--- config.mk ---
export PLATFORM = sky130hd
export DESIGN_NAME = dither_channel_sched
export DESIGN_NICKNAME = d
export VERILOG_FILES = /design/src/rtl/dither_channel_sched.sv
export SDC_FILE = /design/constraint.sdc
export NUM_CORES = 1
export LEC_CHECK = 0
export BUFFER_PORTS_ARGS = -buffer_cell sky130_fd_sc_hd__buf_2
export CORE_ASPECT_RATIO = 2
export CORE_MARGIN = 1
export CORE_UTILIZATION = 45
export DETAILED_ROUTE_END_ITERATION = 12
export PLACE_DENSITY = 0.75
export REMOVE_ABC_BUFFERS = 1
export SLEW_MARGIN = 10
export SYNTH_ARGS = -nofsm -noshare
export SYNTH_HDL_FRONTEND = slang
export SYNTH_SLANG_ARGS = --single-unit
--- constraint.sdc ---
create_clock -name clk -period 1.67 [get_ports clk]
set_input_delay 0.0835 -clock clk [delete_from_list [all_inputs] [get_ports clk]]
set_output_delay 0.0835 -clock clk [all_outputs]
set_load 0.005 [all_outputs]
--- src/rtl/dither_channel_sched.sv ---
// dither_channel_sched: RGB scheduler for a shared single-channel dither unit; optional pix_count via DITHER_SCHED_PERF_EN
module dither_channel_sched #(
  parameter int CH_W        = 8,
  parameter int SYNC_STAGES = 2
) (
  input  logic              clk,
  input  logic              rst_n,
  input  logic              sw,
  input  logic [3*CH_W-1:0] in_pixel,
  input  logic              in_sof,
  input  logic              in_valid,
  output logic              in_ready,
  output logic [CH_W-1:0]   dith_channel,
  output logic              dith_sw,
  input  logic [CH_W-1:0]   dith_result,
  output logic [3*CH_W-1:0] out_pixel,
  output logic              out_sof,
  output logic              out_valid,
  input  logic              out_ready,
  output logic              active_mode
`ifdef DITHER_SCHED_PERF_EN
  ,output logic [31:0]      pix_count
`endif
);
  typedef enum logic [2:0] {IDLE, CH_R, CH_G, CH_B, OUT} state_t;
  state_t                  state, state_n;
  logic [SYNC_STAGES-1:0]  sync;
  logic [3*CH_W-1:0]       pix;
  logic                    sof;
  always_comb begin
    state_n      = state;
    state_n      = (state == IDLE) ? (in_valid ? CH_R : IDLE) :
                   (state == CH_R) ? CH_G :
                   (state == CH_G) ? CH_B :
                   (state == CH_B) ? OUT  :
                   (out_ready ? IDLE : OUT);
    dith_channel = (state == CH_R) ? pix[3*CH_W-1:2*CH_W] :
                   (state == CH_G) ? pix[2*CH_W-1:CH_W] :
                   (state == CH_B) ? pix[CH_W-1:0] : '0;
    dith_sw      = active_mode;
    in_ready     = (state == IDLE);
    out_valid    = (state == OUT);
  end
  always_ff @(posedge clk or negedge rst_n) begin
    if (!rst_n) begin
      state       <= IDLE;
      sync        <= '0;
      pix         <= '0;
      sof         <= 1'b0;
      active_mode <= 1'b0;
      out_pixel   <= '0;
      out_sof     <= 1'b0;
    end else begin
      state <= state_n;
      sync  <= {sync[SYNC_STAGES-2:0], sw};
      if (state == IDLE && in_valid) begin
        pix <= in_pixel;
        sof <= in_sof;
        // mode is only ever switched on a frame's first pixel
        if (in_sof) active_mode <= sync[SYNC_STAGES-1];
      end
      if (state == CH_R) out_pixel[3*CH_W-1:2*CH_W] <= dith_result;
      if (state == CH_G) out_pixel[2*CH_W-1:CH_W]   <= dith_result;
      if (state == CH_B) begin
        out_pixel[CH_W-1:0] <= dith_result;
        out_sof             <= sof;
      end
    end
  end
`ifdef DITHER_SCHED_PERF_EN
  always_ff @(posedge clk or negedge rst_n) begin
    if (!rst_n) pix_count <= '0;
    else if (out_valid && out_ready) pix_count <= out_sof ? 32'd1 : pix_count + 32'd1;
  end
`endif
endmodule
* Word-level counts from Yosys, hierarchy flattened *
Cells that the tools add are included.

word-level totals
  flip-flop bits (word level) = 56
  input bits = 38
  output and inout port bits = 37

operators by class
  equality and inequality tests = 4
  reduce and logical (&&, ||, !) cells = 3
  mux-type cells = 9

operators with widths
  operator              count
  $mux W8               3
  $mux W3               5
  $eq A3 B2 Y1 const B  2
  $eq A3 B1 Y1 const B  1
  $eq A3 B3 Y1 const B  1
  $logic_not A3 Y1      1
  $reduce_and A2 Y1     1
  $logic_and A1 B1 Y1   1
  $mux W1               1

* Logic depth before layout (Yosys ltp) *
Gate-level depths: netlist of the first run.

  word-level depth = 5
  mapped depth = 5
  depth with buffers taken out = 3

* Least setup slack after synthesis of the first run *
OpenSTA, ideal clock, no wires.

  kind = register to register
  from = register state[0]
  to = register pix[10]
  buffers on the path = 2
  arrival time = 1.571 ns
  setup slack = -0.028 ns
  period minus slack after synthesis = 1.698 ns
  stages on the path, launching flop included = 5
  library setup time = 0.128 ns
  cells stage by stage = dfrtp_1 buf_2 nor4b_4 buf_2 mux2_1

on the way
  cells in the longest elaborated chain, start to end = 2

ends and longest elaborated chain
  item                    RTL line  RTL
  from (decl)             26        state_t state, state_n;
  from (signal assigned)  54        state <= state_n;
  $logic_not A3 Y1        56        if (state == IDLE && in_valid) begin
  $logic_and A1 B1 Y1     56
  to (signal assigned)    57        pix <= in_pixel;
  to (decl)               28        logic [3*CH_W-1:0] pix;

No other way between the ends.
A chain may end at the register's enable or synchronous reset.

* Worst setup path in the final report of the first run *
  from = register state[1]
  to = output port dith_channel[2]

on the way
  cells in the longest elaborated chain, start to end = 4
  elaborated cells on any way between the ends = 6
  those cells by class = eq/ne: 3; mux: 3

ends and longest elaborated chain
  item          RTL line  RTL
  $eq A3 B2 Y1  39        (state == CH_B) ? pix[CH_W-1:0] : '0;
  $mux W8       39
  $mux W8       38        (state == CH_G) ? pix[2*CH_W-1:CH_W] :
  $mux W8 *     37        dith_channel = (state == CH_R) ? pix[3*CH_W-1:2*CH_W] :
  to (decl)     13        output logic [CH_W-1:0] dith_channel,

Mark *: on every way between the ends. The rest lies on a longest branch, timed or not.

==> results of run 1 <==
area by class of cell:
cell class / count / area [um2] / share of cell area
sequential: 56 / 1400 / 0.436
tap: 57 / 71.3 / 0.0222
timing repair buffer: 112 / 733 / 0.228
multi-input combinational: 87 / 891 / 0.277
clock buffer: 5 / 68.8 / 0.0214
inverter: 2 / 7.51 / 0.00233
clock inverter: 3 / 42.5 / 0.0132
per-layer routing:
layer | vias to the layer above | share of wire | track usage | wire length (um)
li1 | 764 | - | - | -
met1 | 810 | 0.37 | 0.239 | 1910
met2 | 51 | 0.57 | 0.379 | 2900
met3 | 6 | 0.045 | 0.0413 | 228
met4 | 0 | 0.016 | 0.0729 | 83
met5 | - | 0 | 0 | 0
final timing paths:
path,from,to,slack (ns),cells past startpoint
worst min-delay path,in_pixel[18],pix[18],0.005,2
min in group asynchronous,rst_n,out_pixel[9],0.24,2
worst max register to register,state[1],active_mode,0.06,5
worst max-delay path,state[1],dith_channel[2],0.05,6
max in group asynchronous,rst_n,state[1],0.87,3
worst min register to register,sync[0],sync[1],0.36,0
per-stage QoR:
| stage | cell area (um2) | total power [mW] |
|---|---|---|
| 2_1_floorplan | 2250 | 3.71 |
| 5_1_grt | 3220 | 6.34 |
| 4_1_cts | 3140 | 5.77 |
| 3_3_place_gp | 2800 | 4.69 |
| 6_report | 3220 | 5.94 |
| 3_5_place_dp | 2800 | 4.79 |
worst reg2reg max path: stages, from the launching register on:
cell	delay [ns]
dfrtp_2	0.45
buf_4	0.15
nor4b_4	0.26
buf_4	0.24
nand2_1	0.10
mux2_1	0.32
layout by cell type, fill, tap and decap left out:
cell type      instances
buf_2                 74
buf_12                 1
or2_1                  1
mux2_4                 1
nand2_1                2
nand3b_1               1
nor3_1                 2
nor2_1                 8
dfrtp_1               55
dfrtp_2                1
o21ai_0                3
a22oi_2                8
or2_2                  1
nor4b_4                1
clkinv_2               1
nor2b_4                1
dlygate4sd3_1         20
nor3b_2                2
buf_4                 13
inv_1                  2
mux2_1                23
mux2_2                33
clkinvlp_4             1
bufinv_16              1
clkbuf_8               5
buf_6                  4
state kept, by name, summed over array words and instances (netlist names):
signal / count
sof: 1
out_sof: 1
pix: 24
out_pixel: 24
active_mode: 1
sync: 2
state: 3
power breakdown:
part | internal (mW) | total (mW) | switching [mW] | leakage (nW)
combinational | 1.56 | 2.66 | 1.10 | 0.805
sequential | 2.03 | 2.40 | 0.366 | 0.661
clock | 0.444 | 0.876 | 0.432 | 0.0541
synthesized netlist by cell type:
cell type / number / area (um2)
dfrtp_1: 56 / 1400
mux2_2: 34 / 383
mux2_1: 23 / 259
a22oi_1: 8 / 60.1
nor2_1: 8 / 30.0
buf_2: 4 / 20.0
clkbuf_1: 3 / 11.3
o21ai_0: 3 / 15.0
buf_1: 2 / 7.51
buf_4: 2 / 15.0
inv_1: 2 / 7.51
nand2_1: 2 / 7.51
nor3_1: 2 / 10.0
nor3b_2: 2 / 25.0
nand3b_1: 1 / 7.51
nor2b_1: 1 / 6.26
nor4b_4: 1 / 23.8
or2_1: 1 / 6.26
or2_2: 1 / 6.26
repair_timing:
action,CTS,global route
gates resized for setup,4,12
endpoints found under the hold margin,35,0
setup buffers,2,3
setup endpoints to repair,8,24
hold buffers,20,0
pin swaps,0,2
cell families (layout without fill, tap and decap cells):
logic type             after synthesis  count (layout)  synth area share
buffers and inverters               13             122            0.0266
DFF                                 56              56             0.609
AOI/OAI and AO/OA                   11              11            0.0326
and+or+nand+nor                     19              19            0.0533
muxes                               57              57             0.279
==> run metrics, run 1 <==
Detail Placement HPWL=3480 um; crit-path leading delay family=flip-flops; Worst-path clk slew=0.10 ns; Max Clock Skew=0.00794 ns; status=finished, final reports clean; CTS tree=yes; clock root buffer=clkbuf_8; Filler cells=373; Synth Warn #=0; clock sink total=56; GRT Total Usage=0.210; diodes inserted=0; number of global-route vias before repair=1804; post-synthesis register bit count=56; Slew Viols, Final=0; Initial Util=0.469; Worst-Skew Late Latency=0.31 ns; final hold vios=0; Mapped Avg Cell Area=14.8 um2; residual DRC count=0; Pwr Density=1850 nW/um2; crit path time final=1.62 ns; TritonCTS Buffers=5; slew at the pin closest to its max-slew limit=0.415 ns; die area=5420 um2; GRT Residual Overflow=0; synth-to-layout area growth=39.7%; Setup TNS=0 ns; crit end category=primary output; most used cell, CP=buf_6; Startpoint Class=flip-flop; post-detailed-route wirelength per cell=15.9 um; DRT Wirelength=5120 um; drt pass-1 iters=4; Tightest Hold Check Type=input port to flip-flop; setup violators final=0; Final Util=0.655; RSZ-0062 raised after global routing=true; crit path DAT=1.53 ns; Rel. slew slack=0.723; die height=103 um; Detail Route Antenna Nets=0; crit path cell chain=buf_6, nor2b_4, buf_6, a22oi_2, nor2_1, buf_2; Seq/Total Area, Yosys=0.609; leakage=1.52 nW; initial DRC count=3; Crit-path slowest cell=dfrtp_2; f_max=618 MHz; CTS Buffer Depth=2; Via density=5.07; Final WS setup=0.0526 ns; crit path max fanout=5; first-pass GRT wire length=8280 um; final net count=302; Syn Std Cell Area=2300 um2; Slowest Stage Delay on Critical Path=0.45 ns; Hold Slack=0.00466 ns; crit path buf inv count=3; via count=1631; fraction of layout instances using a drive strength above 1=0.558; maxcap violations=0; Syn Inst Count=156; largest net degree at the start of global routing=41; initial antenna violation count=0; Unique masters post-synth=19; H-tree levels=2; Cell Count Post-Placement=289; Max IR drop VDD=1280 uV; core area=4910 um2; FP Rows=36; routability cong.=0.728; IO buf count=74; Die W=52.6 um; Non-Filler Instances=322; kind of critical path=flip-flop to primary output; post-place setup slack=0.164 ns; Crit path required time=1.59 ns; I/O pin cnt=75; Tcrit/Tclk final=0.969
(Power assumes the default switching activity.)
==> inputs of run 2 (changes only) <==
Settings changed: REMOVE_ABC_BUFFERS 1 to default.
==> run 2 against run 1 <==
Against the previous run: setup slack worse by 0.022 ns; clock power increased by 8.1%; combinational power down 5%; fmax down 1.4%; critical path depth fell by 1.
==> run metrics, run 2 (same netlist as run 1, synthesis figures left out) <==
Detail Route Antenna Nets=0 (unchanged); post-detailed-route wirelength per cell=14.9 um (-6.0%); final net count=304 (+0.66%); Detail Placement HPWL=3240 um (-6.7%); Hold Slack=0.0172 ns (+0.0125 ns); most frequent cells in the layout=74 x buf_2, 54 x dfrtp_1, 34 x mux2_2, 27 x dlygate4sd3_1, 23 x mux2_1; CTS Buffer Depth=2 (unchanged); WL met3=247 um (+8.3%); crit path DAT=1.56 ns (+0.03 ns); Total Power=5.87 mW (-1.2%); Crit path required time=1.59 ns (about the same); Max IR drop VDD=1310 uV (+2.0%); crit path cell chain=buf_12, mux2_2, a22oi_2, nor2_1, buf_2; synth-to-layout area growth=41.1%; IO buf count=74 (unchanged); Worst-Skew Late Latency=0.31 ns (about the same); Worst-path clk slew=0.10 ns (about the same); clock sink total=56 (unchanged); FP Rows=36 (unchanged); diodes inserted=0 (unchanged); die area=5420 um2 (unchanged); Tcrit/Tclk final=0.982 (+0.0134); Pint=4.05 mW (+0.29%); switch share=0.310 (-0.00999); crit path buf inv count=2 (-1); crit end category=primary output; fraction of layout instances using a drive strength above 1=0.528 (-0.0304); number of global-route vias before repair=1699 (-5.8%); GRT Residual Overflow=0 (unchanged); via count=1668 (+2.3%); TritonCTS Buffers=5 (unchanged); largest net degree at the start of global routing=57 (+39%); Largest regs=out_pixel: 24 flops, pix: 24 flops, state: 3 flops; initial antenna violation count=0 (unchanged); status=finished, final reports clean; routability cong.=0.658 (-9.6%); met1 WL=1880 um (-1.4%); routed wl met2=2620 um (-9.6%); Max Clock Skew=0.00995 ns (+0.00202 ns); H-tree levels=2 (unchanged); DR top layer=met4; slew at the pin closest to its max-slew limit=0.294 ns (-0.121 ns); Die W=52.6 um (unchanged); first-pass GRT wire length=7550 um (-8.8%); Cell Count Post-Placement=287 (-0.69%); die height=103 um (unchanged); power share of the combinational group=0.429 (-0.020); Tightest Hold Check Type=input port to flip-flop; kind of critical path=flip-flop to primary output; Pwr Density=1810 nW/um2 (-2.1%); RSZ-0062 raised after global routing=true; Slowest Stage Delay on Critical Path=0.43 ns (-0.02 ns); Non-Filler Instances=324 (+0.62%); CTS tree=yes; crit path time final=1.64 ns (+0.0223 ns); DRT Wirelength=4840 um (-5.5%); Crit-path slowest cell=dfrtp_2; residual DRC count=0 (unchanged); sw power=1.82 mW (-4.3%); Via density=5.15 (+1.6%); Rel. slew slack=0.804 (+0.0808); Seq pwr share=0.409 (+0.005); clock root buffer=clkbuf_8; core area=4910 um2 (unchanged); Slew Viols, Final=0 (unchanged); initial DRC count=17 (+14); leakage=1.53 nW (+0.60%); Initial Util=0.469 (unchanged); f_max=610 MHz (-1.4%); crit-path leading delay family=flip-flops; GRT Total Usage=0.194 (-0.0162); maxcap violations=0 (unchanged); drt pass-1 iters=4 (unchanged); syn nets=194; Startpoint Class=flip-flop; crit path max fanout=11 (+6); final hold vios=0 (unchanged); setup violators final=0 (unchanged); clock network power share=0.161 (+0.014); commonest non-fill, non-tap cell in the layout=buf_2; I/O pin cnt=75 (unchanged)
==> run 2: stage by stage <==
stage               setup slack (ns)  TNS, ns  area [um2]  utilization
finish                        0.0302        0        3250        0.662
global route                 -0.0512   -0.266        3250        0.662
CTS                          0.00788        0        3220        0.656
detailed placement            0.0819        0        2800        0.570
global placement              0.0870        0        2800        0.570
floorplan                    0.00669        0        2300            -
==> run 2: area by class of cell <==
class                   count  area (um2)
flip-flops and latches     56        1400
clock buffers               7        96.3
multi-input cells          87         872
inverters                   2        7.51
fillers                   364        1660
repair buffers            114         767
well taps                  57        71.3
clock inverters             1        30.0
==> run 2: worst paths after layout <==
path                           from               to  slack (ns)  cells past startpoint
setup / recovery           state[1]  dith_channel[6]        0.03                      5
hold / removal               in_sof              sof        0.02                      3
setup reg to reg           state[1]      active_mode        0.09                      4
hold reg to reg             sync[0]          sync[1]        0.35                      0
max in group asynchronous     rst_n         state[1]        1.11                      3
min in group asynchronous     rst_n          pix[11]        0.30                      3
==> run 2: worst reg2reg max path, stage by stage (launching register included) <==
cell     delay (ns)
dfrtp_2        0.46
nor4b_4        0.31
buf_4          0.28
nand2_1        0.11
mux2_1         0.31
==> run 2: per-layer routing <==
| metal | track usage | up-vias |
|---|---|---|
| met5 | 0 | - |
| met4 | 0.0850 | 0 |
| met3 | 0.0472 | 9 |
| met2 | 0.344 | 71 |
| met1 | 0.212 | 824 |
| li1 | - | 764 |
==> run 2: repair_timing <==
| item | CTS | global route |
|---|---|---|
| hold endpoints to repair | 82 | 0 |
| endpoints found under the setup margin | 8 | 8 |
| cloned | 0 | 0 |
| setup buffers | 2 | 0 |
| hold buffers | 27 | 0 |
| pin swaps | 1 | 0 |
| resized for setup | 4 | 6 |
==> run 2: power groups by stage <==
stage / combinational, mW / clock [mW] / sequential, mW
2_1_floorplan: 1.47 / 0 / 2.33
3_3_place_gp: 2.30 / 0 / 2.40
3_5_place_dp: 2.34 / 0 / 2.42
4_1_cts: 2.47 / 0.994 / 2.40
5_1_grt: 2.75 / 1.03 / 2.48
6_report: 2.52 / 0.947 / 2.40
==> inputs of run 3 (changes only) <==
Settings changed: BUFFER_PORTS_ARGS -buffer_cell sky130_fd_sc_hd__buf_2 to default, CORE_MARGIN 1 to default, DONT_BUFFER_PORTS from default to 1, PLACE_DENSITY 0.75 to default.
==> run 3 against run 2 <==
Against the previous run: register-to-register slack gained 0.03 ns; hold slack gained 0.24 ns; non-clock buffer count shrank 66; first-iteration DRC count grew 41%; setup slack gained 0.042 ns; core utilization shrank 6.8 points; clock skew shrank 0.0012 ns; final area shrank 10%; global-route usage shrank 1.5 points; die area is the same; sequential power grew 4%; sequential share of layout area grew 4.9 points; critical endpoint is now dith_channel[0]; highest routed layer unchanged.
==> run metrics, run 3 (same netlist as run 1, synthesis figures left out) <==
Startpoint Class=flip-flop; Total Power=5.16 mW (-12%); synth-to-layout area growth=26.6%; clock sink total=56 (unchanged); Largest regs=out_pixel: 24 flops, pix: 24 flops, state: 3 flops; Slew Viols, Final=0 (unchanged); I/O pin cnt=75 (unchanged); fraction of layout instances using a drive strength above 1=0.308 (-0.220); final hold vios=0 (unchanged); drt pass-1 iters=4 (unchanged); Max Clock Skew=0.00880 ns (-0.00116 ns); initial antenna violation count=0 (unchanged); final net count=238 (-22%); Rel. slew slack=0.792 (-0.0117); Die W=52.6 um (unchanged); diodes inserted=0 (unchanged); Max IR drop VDD=1240 uV (-5.6%); leakage=1.24 nW (-19%); via count=1408 (-16%); Detail Route Antenna Nets=0 (unchanged); Worst-path clk slew=0.10 ns (about the same); H-tree levels=2 (unchanged); f_max=626 MHz (+2.7%); kind of critical path=flip-flop to primary output; Worst-Skew Late Latency=0.30 ns (about the same); residual DRC count=0 (unchanged); Via density=5.46 (+6.0%); clock root buffer=clkbuf_8; GRT Residual Overflow=0 (unchanged); Crit path required time=1.59 ns (about the same); number of global-route vias before repair=1533 (-9.8%); RSZ-0062 raised after global routing=false; FP Rows=36 (unchanged); CTS tree=yes; CTS Buffer Depth=2 (unchanged); GRT Total Usage=0.179 (-0.0147); Setup TNS=0 ns (unchanged); syn nets=194 (unchanged); crit path DAT=1.51 ns (-0.05 ns); status=finished, final reports clean; commonest non-fill, non-tap cell in the layout=dfrtp_1; Hold Slack=0.259 ns (+0.242 ns); Final Util=0.594 (-0.0678); maxcap violations=0 (unchanged); die height=103 um (unchanged); routability cong.=0.649 (-1.5%); initial DRC count=24 (+7); Tightest Hold Check Type=input port to flip-flop; IO buf count=0 (-100%); first-pass GRT wire length=7090 um (-6.0%); crit path time final=1.60 ns (-0.0425 ns); largest net degree at the start of global routing=57 (unchanged); die area=5420 um2 (unchanged); slew at the pin closest to its max-slew limit=0.311 ns (+0.0162 ns); crit path max fanout=12 (+1); post-detailed-route wirelength per cell=17.8 um (+19%); post-place setup slack=0.130 ns (+0.0482 ns); Tcrit/Tclk final=0.956 (-0.0254); DRT Wirelength=4600 um (-5.0%); core area=4910 um2 (unchanged); TritonCTS Buffers=5 (unchanged); Final WS setup=0.0727 ns (+0.0425 ns); crit end category=primary output; Pwr Density=1770 nW/um2 (-2.0%); setup violators final=0 (unchanged); Detail Placement HPWL=3230 um (-0.50%); most frequent cells in the layout=55 x dfrtp_1, 36 x dlygate4sd3_1, 34 x mux2_2, 23 x mux2_1, 9 x buf_4; Initial Util=0.469 (unchanged)
[run 3: worst max-delay path, stage by stage, from the launching register on]
cell and delay (ns):
dfrtp_2 0.46, buf_6 0.16, nor2b_2 0.16, buf_4 0.16
a22oi_1 0.19, nor2_1 0.08
[run 3: through the flow]
stage          cells  cell area (um2)
6_report         258             2920
3_3_place_gp     212             2410
5_1_grt          258             2920
4_1_cts          257             2890
2_1_floorplan    156             2300
3_5_place_dp     212             2410
[run 3: layout make-up]
class / count / area (um2)
Tap cell: 57 / 71.3
Clock inverter: 3 / 26.3
Multi-Input combinational cell: 87 / 852
Fill cell: 420 / 1990
Sequential cell: 56 / 1400
Timing Repair Buffer: 48 / 487
Clock buffer: 5 / 68.8
Inverter: 2 / 7.51
[run 3: power by group]
part           internal (mW)  switching, mW
registers               2.03          0.469
logic                   1.11          0.789
clock network          0.307          0.447
total                   3.46           1.71
[run 3: routing by layer]
metal	share of wire	track usage	vias up
li1	-	-	637
met1	0.36	0.185	716
met2	0.57	0.338	50
met3	0.048	0.0383	5
met4	0.016	0.0668	0
met5	0	0	-
[run 3: worst paths after layout]
| kind | cells after the start | slack (ns) | startpoint | endpoint |
|---|---|---|---|---|
| setup / recovery | 5 | 0.07 | state[1] | dith_channel[0] |
| hold / removal | 3 | 0.26 | in_valid | sof |
| setup reg to reg | 4 | 0.12 | state[1] | active_mode |
| hold reg to reg | 0 | 0.36 | sync[0] | sync[1] |
| max in group asynchronous | 2 | 1.12 | rst_n | state[1] |
| min in group asynchronous | 2 | 0.28 | rst_n | pix[18] |
[run 3: what timing repair did]
action	4_1_cts	5_1_grt
endpoints found under the setup margin	7	8
setup buffers	0	1
gates resized for setup	1	4
hold buffers	37	0
hold endpoints to repair	108	0
pin swaps	0	0
